## config.mk

```make
export PLATFORM = sky130hd
export DESIGN_NAME = mem_wb_stage
export DESIGN_NICKNAME = d
export VERILOG_FILES = /design/src/rtl/mips_pkg.sv /design/src/rtl/mem_wb_stage_load_align.sv /design/src/rtl/mem_wb_stage.sv
export SDC_FILE = /design/constraint.sdc
export NUM_CORES = 1
export LEC_CHECK = 0
export ABC_AREA = 1
export BUFFER_PORTS_ARGS = -buffer_cell sky130_fd_sc_hd__buf_2
export CAP_MARGIN = 15
export CORE_MARGIN = 2
export CORE_UTILIZATION = 54
export CTS_CLUSTER_SIZE = 16
export DETAILED_ROUTE_END_ITERATION = 10
export GPL_TIMING_DRIVEN = 0
export PLACE_DENSITY = 0.95
export SYNTH_ARGS = -nofsm -noshare
export SYNTH_HDL_FRONTEND = slang
export SYNTH_SLANG_ARGS = --single-unit
```

## constraint.sdc

```tcl
create_clock -name clk -period 3 [get_ports clk]
set_clock_uncertainty 0.15 [all_clocks]
set_input_delay 0 -clock clk [delete_from_list [all_inputs] [get_ports clk]]
set_output_delay 0 -clock clk [all_outputs]
set_load 0.05 [all_outputs]
```

## src/rtl/mips_pkg.sv

```systemverilog
// rtl/mips_pkg.sv - load-type codes and MEM->WB state encoding shared by the writeback stage
package mips_pkg;

   localparam logic [2:0] LD_W  = 3'd0;
   localparam logic [2:0] LD_H  = 3'd1;
   localparam logic [2:0] LD_HU = 3'd2;
   localparam logic [2:0] LD_B  = 3'd3;
   localparam logic [2:0] LD_BU = 3'd4;

   typedef enum logic [1:0] {
      S_IDLE  = 2'd0,
      S_WAIT  = 2'd1,
      S_DRAIN = 2'd2
   } wb_state_t;

endpackage

```

## src/rtl/mem_wb_stage_load_align.sv

```systemverilog
// rtl/mem_wb_stage_load_align.sv - little-endian load data select/extend with misalignment detect
module load_align
   import mips_pkg::*;
(
   input  logic [31:0] rdata,
   input  logic [1:0]  addr,
   input  logic [2:0]  ld_type,
   output logic [31:0] data,
   output logic        misaligned
);

   logic [7:0]  byte_sel;
   logic [15:0] half_sel;

   always_comb begin
      byte_sel   = rdata[{addr, 3'b000} +: 8];
      half_sel   = addr[1] ? rdata[31:16] : rdata[15:0];
      data       = rdata;
      misaligned = 1'b0;
      case (ld_type)
         LD_W:  misaligned = (addr != 2'b00);
         LD_H:  begin data = {{16{half_sel[15]}}, half_sel}; misaligned = addr[0]; end
         LD_HU: begin data = {16'h0000, half_sel};           misaligned = addr[0]; end
         LD_B:  data = {{24{byte_sel[7]}}, byte_sel};
         LD_BU: data = {24'h000000, byte_sel};
         default: data = rdata;
      endcase
   end

endmodule

```

## src/rtl/mem_wb_stage.sv

```systemverilog
// rtl/mem_wb_stage.sv - MEM->WB stage: waits for load data, aligns it, drives the regfile write port.
// Optional WB_PERF_EN adds retire_cnt/stall_cnt counters.
module mem_wb_stage
   import mips_pkg::*;
#(
   parameter int DW = 32,
   parameter int AW = 5
) (
   input  logic          clk,
   input  logic          rst,
   input  logic          in_valid,
   output logic          in_ready,
   input  logic [AW-1:0] in_rd,
   input  logic          in_reg_write,
   input  logic          in_is_load,
   input  logic [2:0]    in_ld_type,
   input  logic [DW-1:0] in_alu_res,
   input  logic          flush,
   input  logic          dmem_rvalid,
   input  logic [DW-1:0] dmem_rdata,
   output logic          wb_we,
   output logic [AW-1:0] wb_addr,
   output logic [DW-1:0] wb_data,
   output logic          misalign
`ifdef WB_PERF_EN
   ,
   output logic [31:0]   retire_cnt,
   output logic [31:0]   stall_cnt
`endif
);

   wb_state_t     state, state_nx;
   logic [AW-1:0] p_rd;
   logic          p_reg_write;
   logic [2:0]    p_ld_type;
   logic [1:0]    p_addr;

   logic          accept, done, use_pend;
   logic [AW-1:0] c_rd;
   logic          c_reg_write, c_is_load, c_mis, c_write;
   logic [DW-1:0] c_data, al_data;
   logic          al_mis;

   always_ff @(posedge clk) begin
      if (rst) state <= S_IDLE;
      else     state <= state_nx;
   end

   always_comb begin
      state_nx = state;
      case (state)
         S_IDLE:  if (accept && in_is_load && !dmem_rvalid) state_nx = S_WAIT;
         S_WAIT:  if (dmem_rvalid) state_nx = S_IDLE;
                  else if (flush)  state_nx = S_DRAIN;
         S_DRAIN: if (dmem_rvalid) state_nx = S_IDLE;
         default: state_nx = S_IDLE;
      endcase
   end

   // A completion either comes straight from the MEM inputs or from the latched load.
   always_comb begin
      in_ready = (state == S_IDLE);
      accept   = in_valid && in_ready && !flush;
      use_pend = (state == S_WAIT);
      done     = (accept && (!in_is_load || dmem_rvalid)) ||
                 (use_pend && dmem_rvalid && !flush);
   end

   always_ff @(posedge clk) begin
      if (state == S_IDLE && accept) begin
         p_rd        <= in_rd;
         p_reg_write <= in_reg_write;
         p_ld_type   <= in_ld_type;
         p_addr      <= in_alu_res[1:0];
      end
   end

   load_align u_load_align (
      .rdata      (dmem_rdata),
      .addr       (use_pend ? p_addr : in_alu_res[1:0]),
      .ld_type    (use_pend ? p_ld_type : in_ld_type),
      .data       (al_data),
      .misaligned (al_mis)
   );

   always_comb begin
      c_rd        = use_pend ? p_rd : in_rd;
      c_reg_write = use_pend ? p_reg_write : in_reg_write;
      c_is_load   = use_pend || in_is_load;
      c_mis       = c_is_load && al_mis;
      c_data      = c_is_load ? al_data : in_alu_res;
      c_write     = done && !c_mis && c_reg_write && (c_rd != '0);
   end

   always_ff @(posedge clk) begin
      if (rst) begin
         wb_we    <= 1'b0;
         wb_addr  <= '0;
         wb_data  <= '0;
         misalign <= 1'b0;
      end else begin
         wb_we    <= c_write;
         misalign <= done && c_mis;
         if (c_write) begin
            wb_addr <= c_rd;
            wb_data <= c_data;
         end
      end
   end

`ifdef WB_PERF_EN
   always_ff @(posedge clk) begin
      if (rst) begin
         retire_cnt <= '0;
         stall_cnt  <= '0;
      end else begin
         if (done && !c_mis) retire_cnt <= retire_cnt + 32'd1;
         if (state == S_WAIT || state == S_DRAIN) stall_cnt <= stall_cnt + 32'd1;
      end
   end
`endif

endmodule
```

# After elaboration in Yosys (flattened, before gate mapping)
# Cells that the tools add are included.
# totals
mem_bits_ro,0
latch_bits,0
memories,0
output_inout_bits,40
mem_bits_rw,0
in_bits,79
regBits,52
wordCells,58
# classes
n_eq_ne,9
n_div,0
order_cmp,0
n_reduce_logical,26
shift,1
bitwise_logic,0
n_mul,0
add_sub_neg,0
mux,13
# op_table
cell,n
32-bit one-hot mux with 4 select lines,1
32-bit two-way mux,1
32-bit by 6-bit indexed part select with 8-bit output,1
16-bit two-way mux,1
1-bit logical AND,13
2-bit two-way mux,5
3-bit by 2-bit == test with 1-bit output (second input constant),2
2-bit one-hot mux with 3 select lines,1
5-bit two-way mux,1
5-bit nonzero test,1
1-bit zero test,4
3-bit by 1-bit == test with 1-bit output (second input constant),1
3-bit == test (second input constant),1
3-bit zero test,1
1-bit logical OR,3
3-bit two-way mux,1
3-bit inequality test (second input constant),1
3-bit AND reduction,1
2-bit by 1-bit == test with 1-bit output (second input constant),1
2-bit == test (second input constant),1
2-bit zero test,1
2-bit by 1-bit inequality test with 1-bit output (second input constant),1
2-bit inequality test (second input constant),1
1-bit one-hot mux with 2 select lines,1
3 further kinds,3

# Logic depth before layout (Yosys ltp)
# Gate-level depths: netlist (run 1).
# logic_depth
ltp_word,10
mapped_depth,13

# By module
# From an unflattened synthesis (run 1), not the netlist that was laid out.
# hier_totals
hier_cells,632
hier_area_um2,3862.5
# modules_own_cells
module,n_inst,area_each_um2,cells_each
mem_wb_stage,1,2758.9,392
load_align,1,1103.6,240

# Worst setup path before layout (run 1)
# OpenSTA, ideal clock, no wires.
# synth_path
path_kind,flip-flop to flip-flop
from,register state[0]
to,register wb_addr[0]
required_time_ps,2786
setup_time_ps,64
stages_incl_launch_ff,12
t_arrival_ps,2219
synth_period_minus_slack_ps,2433
n_path_buf,2
path_slack_ps,567
path_cell_list,dfxtp_1 buf_6 nor2_1 nand3_1 o22ai_2 nand2_1 nor2_2 nand2_4 inv_4 buf_6 nor2_1 nor2_1
# synth_between
word_cells_on_any_way,25
classes_between,eq/ne (3); mux (5); reduce/logical (17)
# synth_rtl
element,line,text
start: declaration,mem_wb_stage.sv:32,"wb_state_t state, state_nx;"
start signal: assignment,mem_wb_stage.sv:46,else state <= state_nx;
2-bit zero test,mem_wb_stage.sv:62,in_ready = (state == S_IDLE);
via in_ready,mem_wb_stage.sv:12,"output logic in_ready,"
1-bit logical AND (2 in a row),mem_wb_stage.sv:63,accept = in_valid && in_ready && !flush;
1-bit logical AND,mem_wb_stage.sv:65,done = (accept && (!in_is_load || dmem_rvalid)) ||
1-bit logical OR,mem_wb_stage.sv:65,
1-bit logical AND (3 in a row),mem_wb_stage.sv:92,c_write = done && !c_mis && c_reg_write && (c_rd != '0);
end signal: assignment,mem_wb_stage.sv:105,wb_addr <= c_rd;
end: declaration,mem_wb_stage.sv:22,"output logic [AW-1:0] wb_addr,"
# The timed path passes the listed nets, and every way through them passes these cells.
# A chain may end at the register's enable or synchronous reset.

# Worst setup path in the final report (run 1)
# layout_path
from,register state[0]
to,register wb_data[28]
# layout_between
elab_chain_cells,10
word_cells_on_any_way,31
classes_between,eq/ne (5); shift (1); mux (8); reduce/logical (17)
# layout_lines
element,line,text
branches (longest 10 deep; another with 32-bit by 6-bit indexed part select with 8-bit output),-,
end signal: assignment,mem_wb_stage.sv:106,wb_data <= c_data;
end: declaration,mem_wb_stage.sv:23,"output logic [DW-1:0] wb_data,"
# Parallel ways; which one is timed is not known.

==> results.md, run 1 <==
- H-Tree Level Count: 2
- Yosys top cell area share: 25.9%
- Actual slew at the worst max-slew pin: about 540 ps
- Total clock buffers created by CTS: 5
- Final nets: 830
- Drc violations: 0
- Area of the core: roughly 6000 um^2
- Final WS setup: 119 ps
- Vias per inst: 5.60
- First-pass DRT Iterations: 10
- Met3 wire length: 1360 um
- Hold Path Class: primary input to flop
- VDD IR max: 0.256 mV
- Initial Util: 56.5%
- First-pass GRT wire length: 20700 um
- CTS tree: built
- Grt ovf: 0
- GRT Total Usage: ~37%
- Finished Cell Area: 4930 um^2
- Post_cts resized: 0
- Xor/xnor share of the synthesized area: 0%
- Post-Synth Adder-Cell Area: 0%
- Async S/R FF share, synth: 0%
- RSZ-0062 raised after global routing: no
- FMAX: ~0.35 GHz
- Req. time, crit path: 3060 ps
- Crit. End Element: flop
- Sequential Power Share: 42.0%
- Final ANT Viol Nets: 0
- Post-place setup slack: approximately 910 ps
- Complex-gate fraction of the synthesized area: 11.7%
- Clock-pin slew on the worst setup and hold paths: 100 ps
- Yosys cell types: 25
- Die area: roughly 7000 um^2
- EDFF count, synth: 11
- PwrDens: 369 nW/um^2
- Number of global-route vias before repair: 4457
- Flop-to-flop setup slack: about 120 ps
- Synth area leaders: nand2_1 26%, dfxtp_1 24%, edfxtp_1 9.8%
- Register bit total from synthesis: 52
- Syn Std Cell Area: 3390 um^2
- P&R area growth vs syn: 45.7%
- Most frequent cell on the critical path: buf_2
- R2R depth: 11
- Synth area leader: nand2_1
- Hold_sp: dmem_rdata[8]
- Final wirelength: 13300 um
- Layout cells sized above 1: 21.5%
- Largest net degree at the start of global routing: 17
- I/O Pins: 119
- Primary FF master, synth: dfxtp_1
- Layout fillers: ~390
- CP max stage delay: 600 ps
- Minimum clock period: 2880 ps
- CP max stage cell: dlygate4sd3_1
- Multiplexer share of the synthesized area: 0%
- Largest family of logic cells by synthesized area: simple AND/OR/NAND/NOR gates
- Endpoint, Worst Hold: wb_data[8]
- Largest fanout on the critical path: 10
- Register area share after synthesis: 34.0%
- Final Hold Vio Count: 0
- Power Internal: 0.00116 W
- Gate power share: around a third
- Most frequent cell after synthesis: nand2_1
- Final setup TNS: 0 ps
- Num rows: 28
- Post-Synthesis Cells: 549
- Maxcap violations: 0
- DIE WIDTH: 83.2 um
- CTS Root Cell: clkbuf_8
- Kind of critical path: flop to flop
- Die height: 83.2 um
- Lkg Pwr: ~2.7 nW
- Post-DP Area: 4070 um^2
- Initial antenna violation count: 0
- P_sw: 0.000659 W
- HPWL Detailed: 8090 um
- GP Congestion: roughly 0.93
- Power share of the clock group: 22.9%
- FF-to-FF End: wb_data[28]
- Ys Warns: 0
- Hold Path Depth: 5
- Crit path DAT: 2940 ps
- CTS Sinks: 52
- Simple-Gate Fraction of Synth Area: between 40% and 50%
- Sw frac: 36.1%
- Crit-path cells: buf_6, inv_2, nor2_4, nor2_1, inv_1, buf_2, buf_2, nand2_1, o21bai_1, dlygate4sd3_1, a21oi_1
- Top cells by count, synth: 234 x nand2_1, 58 x inv_1, 55 x nor2_1
- Port bufs: 118
- Slew HR: between 60 and 70%
- Worst Setup Start Kind: flop
- DRT met1 WL: 4650 um
- Tcrit/Tclk final: 96.0%
- DRT iter0 DRCs: 514
- DR vias: 4644
- Clock Path Buffers: 2
- Routed length per instance: 16.1 um
- Setup-failing EPs final: 0
- Clk_lat worst skew: approximately 310 ps
- DR WL met2: 6410 um
- DR top layer: met4
- Syn Nets: ~630
- Status: completed
- Worst R2R Start: state[0]
- Fin. max-slew vios: 0
- Avg Inst Size Synth: around 6.2 um^2
[how the worst max path moves through the flow]
stage / end / start
5_1_grt: wb_data[14] / state[1]
6_report: wb_data[28] / state[0]
4_1_cts: wb_data[6] / state[1]
3_5_place_dp: wb_data[28] / state[0]
3_3_place_gp: wb_addr[0] / state[1]
2_1_floorplan: wb_addr[0] / state[0]
[routing by layer]
metal	track usage (%)	vias to the layer above
li1	-	2100
met1	40.4	2059
met2	65.6	374
met3	8.35	111
met4	20.3	0
met5	0	-
[power groups by stage]
stage,Clock (W),Combinational [W],Sequential [W]
floorplan,0,0.000252,0.000870
global placement,0,0.000491,0.000777
detailed placement,0,0.000500,0.000779
CTS,0.000416,0.000603,0.000763
global route,0.000438,0.000683,0.000768
finish,0.000417,0.000641,0.000766
[logic make-up (layout without fill, tap and decap cells)]
family          count (synthesis)  in the layout
flops                          52             52
compound gates                 65             65
simple gates                  344            344
buf+inv                        88            291
other cells                     0              2
[worst max-delay path: cells and delay by family, from the launching register on]
kind / cells / cell delay (ps)
simple gates: 3 / 350
compound gates: 2 / 310
flops: 1 / 480
buf+inv: 6 / 1500
[layout make-up]
cell class / instances / area, um^2 / area share (%)
Sequential cell: 52 / 1150 / 23.3
Clock inverter: 3 / 18.8 / 0.380
Tap cell: 75 / 93.8 / 1.90
Timing Repair Buffer: 195 / 1360 / 27.6
Antenna cell: 2 / 5.00 / 0.101
Inverter: 62 / 238 / 4.82
Multi-Input combinational cell: 409 / 1810 / 36.7
Clock buffer: 5 / 68.8 / 1.39
Buffer: 26 / 188 / 3.80
[per-stage QoR]
stage                     cells  total power, W  hold WS [ps]  utilization [%]
after detailed placement    742         0.00128          33.4             68.0
after CTS                   827         0.00178          12.1             82.3
after global placement      742         0.00127          32.8             68.0
after floorplan             549         0.00112         -77.6                -
final                       829         0.00182          70.5             82.4
after global routing        827         0.00189          58.6             82.3
[placed cells by master, fill, tap and decap left out, drive strengths merged]
cell / count
nand3b: 3
nor2: 57
dfxtp: 41
nand2: 240
diode: 2
nand3: 41
o21ai: 5
inv: 62
clkbuf: 11
o21bai: 25
dlygate4sd3: 77
edfxtp: 11
nand4: 2
or2: 1
clkinv: 3
buf: 138
a21oi: 34
o22ai: 1
[sequential cells by signal (all words and copies together) (netlist names)]
| signal | flops |
|---|---|
| wb_addr | 5 |
| wb_we | 1 |
| state | 2 |
| p_rd | 5 |
| misalign | 1 |
| p_reg_write | 1 |
| p_ld_type | 3 |
| wb_data | 32 |
| p_addr | 2 |
[repair_timing]
action	4_1_cts	5_1_grt
buffers inserted	0	0
hold buffers	77	0
hold endpoints to repair	47	0
Note: power is estimated with default switching activity, not from simulation.
==> run 2, diff against run 1 <==
==> constraint.sdc (replaced) <==
create_clock -name clk -period 3 [get_ports clk]
set_clock_uncertainty 0.15 [all_clocks]
set_input_delay 0.45 -clock clk [delete_from_list [all_inputs] [get_ports clk]]
set_output_delay 0.45 -clock clk [all_outputs]
set_load 0.05 [all_outputs]
==> results.md, run 2 (same netlist as run 1, synthesis figures left out) <==
- Maxcap violations: 0
- Final Hold Vio Count: 0
- Diodes inserted: 0
- Crit. End Element: flop
- Worst Setup Start Kind: flop
- Largest net degree at the start of global routing: 17
- Grt ovf: 0
- DR top layer: met4
- Flop-to-flop setup slack: 860 ps
- Area of the core: 5990 um^2
- DR vias: 3838
- Largest registers: wb_data: 32 flops, p_rd: 5 flops, wb_addr: 5 flops
- Layout fillers: 563
- FF-to-FF End: wb_data[28]
- First-pass GRT wire length: ~17000 um
- Fin cells: 750
- Initial antenna violation count: 0
- GP Congestion: just over 0.9
- Hold Path Class: primary input to flop
- Commonest non-fill, non-tap cell in the layout: nand2_1
- Gate power share: between 30 and 40%
- Clock Path Buffers: 2
- FMAX: 0.468 GHz
- Worst R2R Start: state[0]
- H-Tree Level Count: 2
- DR WL met2: 5050 um
- Hold buffers post-CTS: 0
- Final nets: 753
- P&R area growth vs syn: 22.8%
- Sw frac: a little over a third
- Setup-failing EPs final: 0
- Layout cells sized above 1: 24.0%
- Number of global-route vias before repair: 3630
- Fin. max-slew vios: 0
- Clock-pin slew on the worst setup and hold paths: roughly 100 ps
- Hold Path Depth: 2
- Die height: between 80 and 90 um
- Actual slew at the worst max-slew pin: roughly 560 ps
- GRT Total Usage: 29.1%
- Crit path to: wb_data[28]
- CTS Root Cell: clkbuf_8
- Power share of the clock group: 24.1%
- Power Internal: 0.00108 W
- Num rows: 28
- Setup bufs post-CTS: 0
- Tot Pwr: 0.00168 W
- R2R depth: 10
- Dpl cells: 742
- DRT met1 WL: 4290 um
- Post_cts resized: 0
- Kind of critical path: flop to flop
- RSZ-0062 raised after global routing: no
- Final ANT Viol Nets: 0
- VDD IR max: 0.287 mV
- Crit path DAT: 2190 ps
- Tcrit/Tclk final: 71.3%
- Minimum clock period: 2140 ps
- Initial Util: between 50% and 60%
- Req. time, crit path: 3050 ps
- Final setup TNS: 0 ps
- I/O Pins: 119
- Total clock buffers created by CTS: 5
- Max FFs per register: 32
- DRT iter0 DRCs: 285
- Routed length per instance: ~14 um
- Port bufs: 118
- Status: completed
- First-pass DRT Iterations: 5
- Largest Register: wb_data
- P_sw: 0.000599 W
- PwrDens: slightly above 400 nW/um^2
- Commonest cells after routing, fill and taps aside: 234 x nand2_1, 127 x buf_2, 58 x inv_1, 55 x nor2_1, 41 x dfxtp_1
- CTS tree: built
- HPWL Detailed: 8090 um
- Hold_ws: 167 ps
- Die area: 6920 um^2
- Lkg Pwr: 2.39 nW
- Util after Layout: 69.4%
- Final wirelength: 10300 um
- Sequential Power Share: 45.5%
- DIE WIDTH: 83.2 um
- CP startpoint: state[0]
- Drc violations: 0
- Clk_lat worst skew: about 300 ps
- Met3 wire length: roughly 800 um
- Slew HR: 62.7%
- Vias per inst: 5.12
- Largest fanout on the critical path: 10
- CTS Sinks: 52
## run 2: changes by cell type in the layout (fill, tap and decap cells not counted), sizes merged
cell	delta
diode	-2
dlygate4sd3	-77
## run 2: critical path, cell delays in order (launching register included)
cell,delay (ps)
dfxtp_1,480
buf_6,190
inv_2,60
nor2_4,110
nor2_1,90
inv_1,90
buf_2,230
buf_2,290
nand2_1,90
o21bai_1,170
a21oi_1,80
## run 2: worst min path at each step
stage                from          to  slack [ps]
6_report              rst       wb_we         170
5_1_grt               rst       wb_we         160
2_1_floorplan         rst       wb_we         370
3_3_place_gp   wb_addr[2]  wb_addr[2]         320
3_5_place_dp   wb_addr[1]  wb_addr[1]         330
4_1_cts               rst       wb_we         150
## run 2: routing by layer
metal / vias to the layer above / global-route usage, %
met2: 172 / 51.2
met3: 15 / 5.77
met1: 1708 / 36.6
met5: - / 0
li1: 1943 / -
met4: 0 / 6.71
## run 2: area by class of cell
cell class / count / area [um^2] / area share [%]
Multi-Input combinational cell: 409 / 1810 / 43.5
Tap cell: 75 / 93.8 / 2.26
Clock inverter: 3 / 18.8 / 0.451
Inverter: 62 / 238 / 5.72
Clock buffer: 5 / 68.8 / 1.65
Sequential cell: 52 / 1150 / 27.7
Buffer: 26 / 188 / 4.51
Timing Repair Buffer: 118 / 591 / 14.2
## run 2: power groups by stage
stage / sequential (W) / clock, W / combinational (W)
5_1_grt: 0.000766 / 0.000434 / 0.000560
3_5_place_dp: 0.000779 / 0 / 0.000500
6_report: 0.000763 / 0.000405 / 0.000508
2_1_floorplan: 0.000870 / 0 / 0.000252
4_1_cts: 0.000763 / 0.000416 / 0.000503
3_3_place_gp: 0.000777 / 0 / 0.000491
## run 2: through the flow
stage / instance area [um^2] / setup WS [ps]
6_report: 4160 / 861
5_1_grt: 4160 / 691
4_1_cts: 4160 / 892
3_5_place_dp: 4070 / 906
3_3_place_gp: 4070 / 961
2_1_floorplan: 3390 / 567
==> run 3, diff against run 2 <==
--- a/config.mk
+++ b/config.mk
@@ -5,15 +5,15 @@
 export SDC_FILE = /design/constraint.sdc
 export NUM_CORES = 1
 export LEC_CHECK = 0
-export ABC_AREA = 1
+export ABC_AREA = 0
 export BUFFER_PORTS_ARGS = -buffer_cell sky130_fd_sc_hd__buf_2
 export CAP_MARGIN = 15
 export CORE_MARGIN = 2
-export CORE_UTILIZATION = 54
+export CORE_UTILIZATION = 45
 export CTS_CLUSTER_SIZE = 16
 export DETAILED_ROUTE_END_ITERATION = 10
 export GPL_TIMING_DRIVEN = 0
-export PLACE_DENSITY = 0.95
+export PLACE_DENSITY = 0.86
 export SYNTH_ARGS = -nofsm -noshare
 export SYNTH_HDL_FRONTEND = slang
 export SYNTH_SLANG_ARGS = --single-unit
==> constraint.sdc (replaced) <==
create_clock -name clk -period 1.8 [get_ports clk]
set_clock_uncertainty 0.15 [all_clocks]
set_input_delay 0.27 -clock clk [delete_from_list [all_inputs] [get_ports clk]]
set_output_delay 0.27 -clock clk [all_outputs]
set_load 0.05 [all_outputs]
==> results.md, run 3 <==
- PwrDens: 621 nW/um^2
- CP max stage delay: 400 ps
- Largest fanout on the critical path: 10
- Finished Cell Area: 4890 um^2
- Layout fillers: 487
- Max FFs per register: 32
- Syn Nets: 443
- Clk_lat worst skew: 310 ps
- Fin. max-slew vios: 0
- Port bufs: between 100 and 150
- Setup-failing EPs final: 39
- Num rows: 30
- Post-DP Area: just under 4000 um^2
- Area of the core: 6790 um^2
- GP Congestion: 0.919
- Most frequent cell on the critical path: buf_6
- Status: finished, violations left
- Synth area leaders: dfxtp_1 26%, edfxtp_1 10%, nand2_1 8.2%
- Minimum clock period: 2520 ps
- Vias per inst: 6.15
- HPWL Detailed: approximately 7900 um
- Post-Synthesis Cells: 364
- Req. time, crit path: 1880 ps
- Die height: 88.0 um
- CTS Root Cell: clkbuf_8
- Routed length per instance: 19.6 um
- Die area: 7740 um^2
- First-pass DRT Iterations: 5
- Drc violations: 0
- FF-to-FF End: wb_data[14]
- Fin cells: 626
- CP max stage cell: a311o_1
- Hold_ws: 3.11 ps
- Most frequent cell after synthesis: nand2_1
- H-Tree Level Count: 2
- Endpoint, Worst Hold: state[1]
- First-pass GRT wire length: about 18000 um
- Final wirelength: approximately 12000 um
- DRT iter0 DRCs: 533
- Final WS setup: -716 ps
- Worst R2R Start: state[1]
- Top cells by count, synth: 69 x nand2_1, 41 x dfxtp_1, 28 x nor2_1
- Commonest cells after routing, fill and taps aside: 120 x buf_2, 68 x nand2_1, 39 x dfxtp_1, 36 x buf_4, 24 x o21ai_0
- Hold_sp: dmem_rvalid
- Yosys top cell area share: 25.8%
- Largest registers: wb_data: 32 flops, p_rd: 5 flops, wb_addr: 5 flops
- Hold Path Class: primary input to flop
- Tcrit/Tclk final: 140%
- GRT Total Usage: 29.4%
- Dpl cells: 577
- CTS Sinks: 52
- Diodes inserted: 0
- Register area share after synthesis: 36.2%
- Worst Setup Start Kind: flop
- EDFF count, synth: 11
- Avg Inst Size Synth: 8.72 um^2
- Clock-pin slew on the worst setup and hold paths: about 100 ps
- Crit. End Element: flop
- FMAX: 0.397 GHz
- Largest Register: wb_data
- R2R depth: 10
- Kind of cell adding the most delay to the critical path: compound AO/OA/AOI/OAI gates
- Primary FF master, synth: dfxtp_1
- Final ANT Viol Nets: 0
- Final Hold Vio Count: 0
- Register bit total from synthesis: 52
- Util after Layout: 72.0%
- Maxcap violations: 0
- WP buf/inv: 5
- Initial Util: 46.7%
- Actual slew at the worst max-slew pin: 885 ps
- Slew HR: 41.0%
- I/O Pins: about 120
- VDD IR max: between 0.3 and 0.4 mV
- Hold Path Depth: 2
- Failing checks: negative setup slack
- Initial antenna violation count: 0
- DR vias: 3852
- P&R area growth vs syn: 54.1%
- RSZ-0062 raised after global routing: yes
- Flop-to-flop setup slack: -720 ps
- Kind of critical path: flop to flop
- Total clock buffers created by CTS: 5
- Layout cells sized above 1: around 51%
- Crit-path cells: buf_6, nor2b_4, buf_6, mux2i_4, o22ai_2, a311o_1, buf_6, buf_8, buf_4, o41ai_2
- Ys Warns: 0
- Number of global-route vias before repair: roughly 3600
- Clock Path Buffers: 2
- Commonest non-fill, non-tap cell in the layout: buf_2
- Async S/R FF share, synth: 0%
- Synth area leader: dfxtp_1
- Final nets: 608
- Grt ovf: 0
- Lkg Pwr: 2.07 nW
- Yosys cell types: 57
- CP startpoint: state[1]
- Syn Std Cell Area: 3180 um^2
- Largest net degree at the start of global routing: 17
- CTS tree: built
- DIE WIDTH: 88.0 um
- Crit path DAT: 2600 ps
==> run 3: cell count changes in the layout (fill, tap and decap cells not counted), sizes merged, moves of 25 or more <==
cell    previous run  this run
nand3             41         3
buf              138       174
nor2              57        29
o21bai            25         0
a221oi             0        30
inv               62        12
nand2            240        69
a21oi             34         7
==> run 3: area by class of cell <==
class                           count  area, um^2  share of cell area (%)
Buffer                             30         258                    5.27
Clock buffer                        5        68.8                    1.41
Clock inverter                      3        42.5                   0.869
Inverter                           12        45.0                   0.920
Multi-Input combinational cell    267        2220                    45.4
Sequential cell                    52        1160                    23.6
Tap cell                           96         120                    2.45
Timing Repair Buffer              161         981                    20.0
==> run 3: where the power goes <==
| part | total (W) | switching [W] | internal, W |
|---|---|---|---|
| clock network | 0.000827 | 0.000414 | 0.000412 |
| logic | 0.000947 | 0.000576 | 0.000371 |
| registers | 0.00127 | 0.0000309 | 0.00124 |
==> run 3: through the flow <==
step	setup slack [ps]	power, W	setup TNS [ps]
2_1_floorplan	-492	0.00175	-15850
3_3_place_gp	-703	0.00198	-25870
3_5_place_dp	-775	0.00199	-28300
4_1_cts	-659	0.00291	-25390
5_1_grt	-810	0.00315	-27190
6_report	-716	0.00304	-23600
==> run 3: cell families after synthesis <==
family	share of synthesized area [%]
buf+inv	7.41
compound gates	30.6
flops	36.2
simple gates	22.3
xor+xnor	1.06
mux	2.44
==> run 3: worst max path at each step <==
stage	end	slack (ps)	cells past startpoint
2_1_floorplan	wb_data[21]	-490	9
3_3_place_gp	wb_data[28]	-700	10
3_5_place_dp	wb_data[4]	-770	9
4_1_cts	wb_data[29]	-660	8
5_1_grt	wb_data[7]	-810	8
6_report	wb_data[14]	-720	10
==> run 3: metal layers <==
metal / vias up / global-route usage (%) / routed length (um)
li1: 1710 / - / -
met2: 266 / 49.9 / 5780
met4: 0 / 11.0 / 365
met1: 1834 / 37.6 / 5020
met3: 42 / 4.81 / 1110
met5: - / 0 / 0
==> run 3: what timing repair did <==
| item | in CTS | in global routing |
|---|---|---|
| buffers inserted | 17 | 21 |
| gates cloned | 3 | 1 |
| endpoints found under the hold margin | 2 | 2 |
| setup endpoints to repair | 50 | 39 |
| hold buffers | 2 | 2 |
| resized for setup | 59 | 45 |
| pin swaps | 11 | 19 |
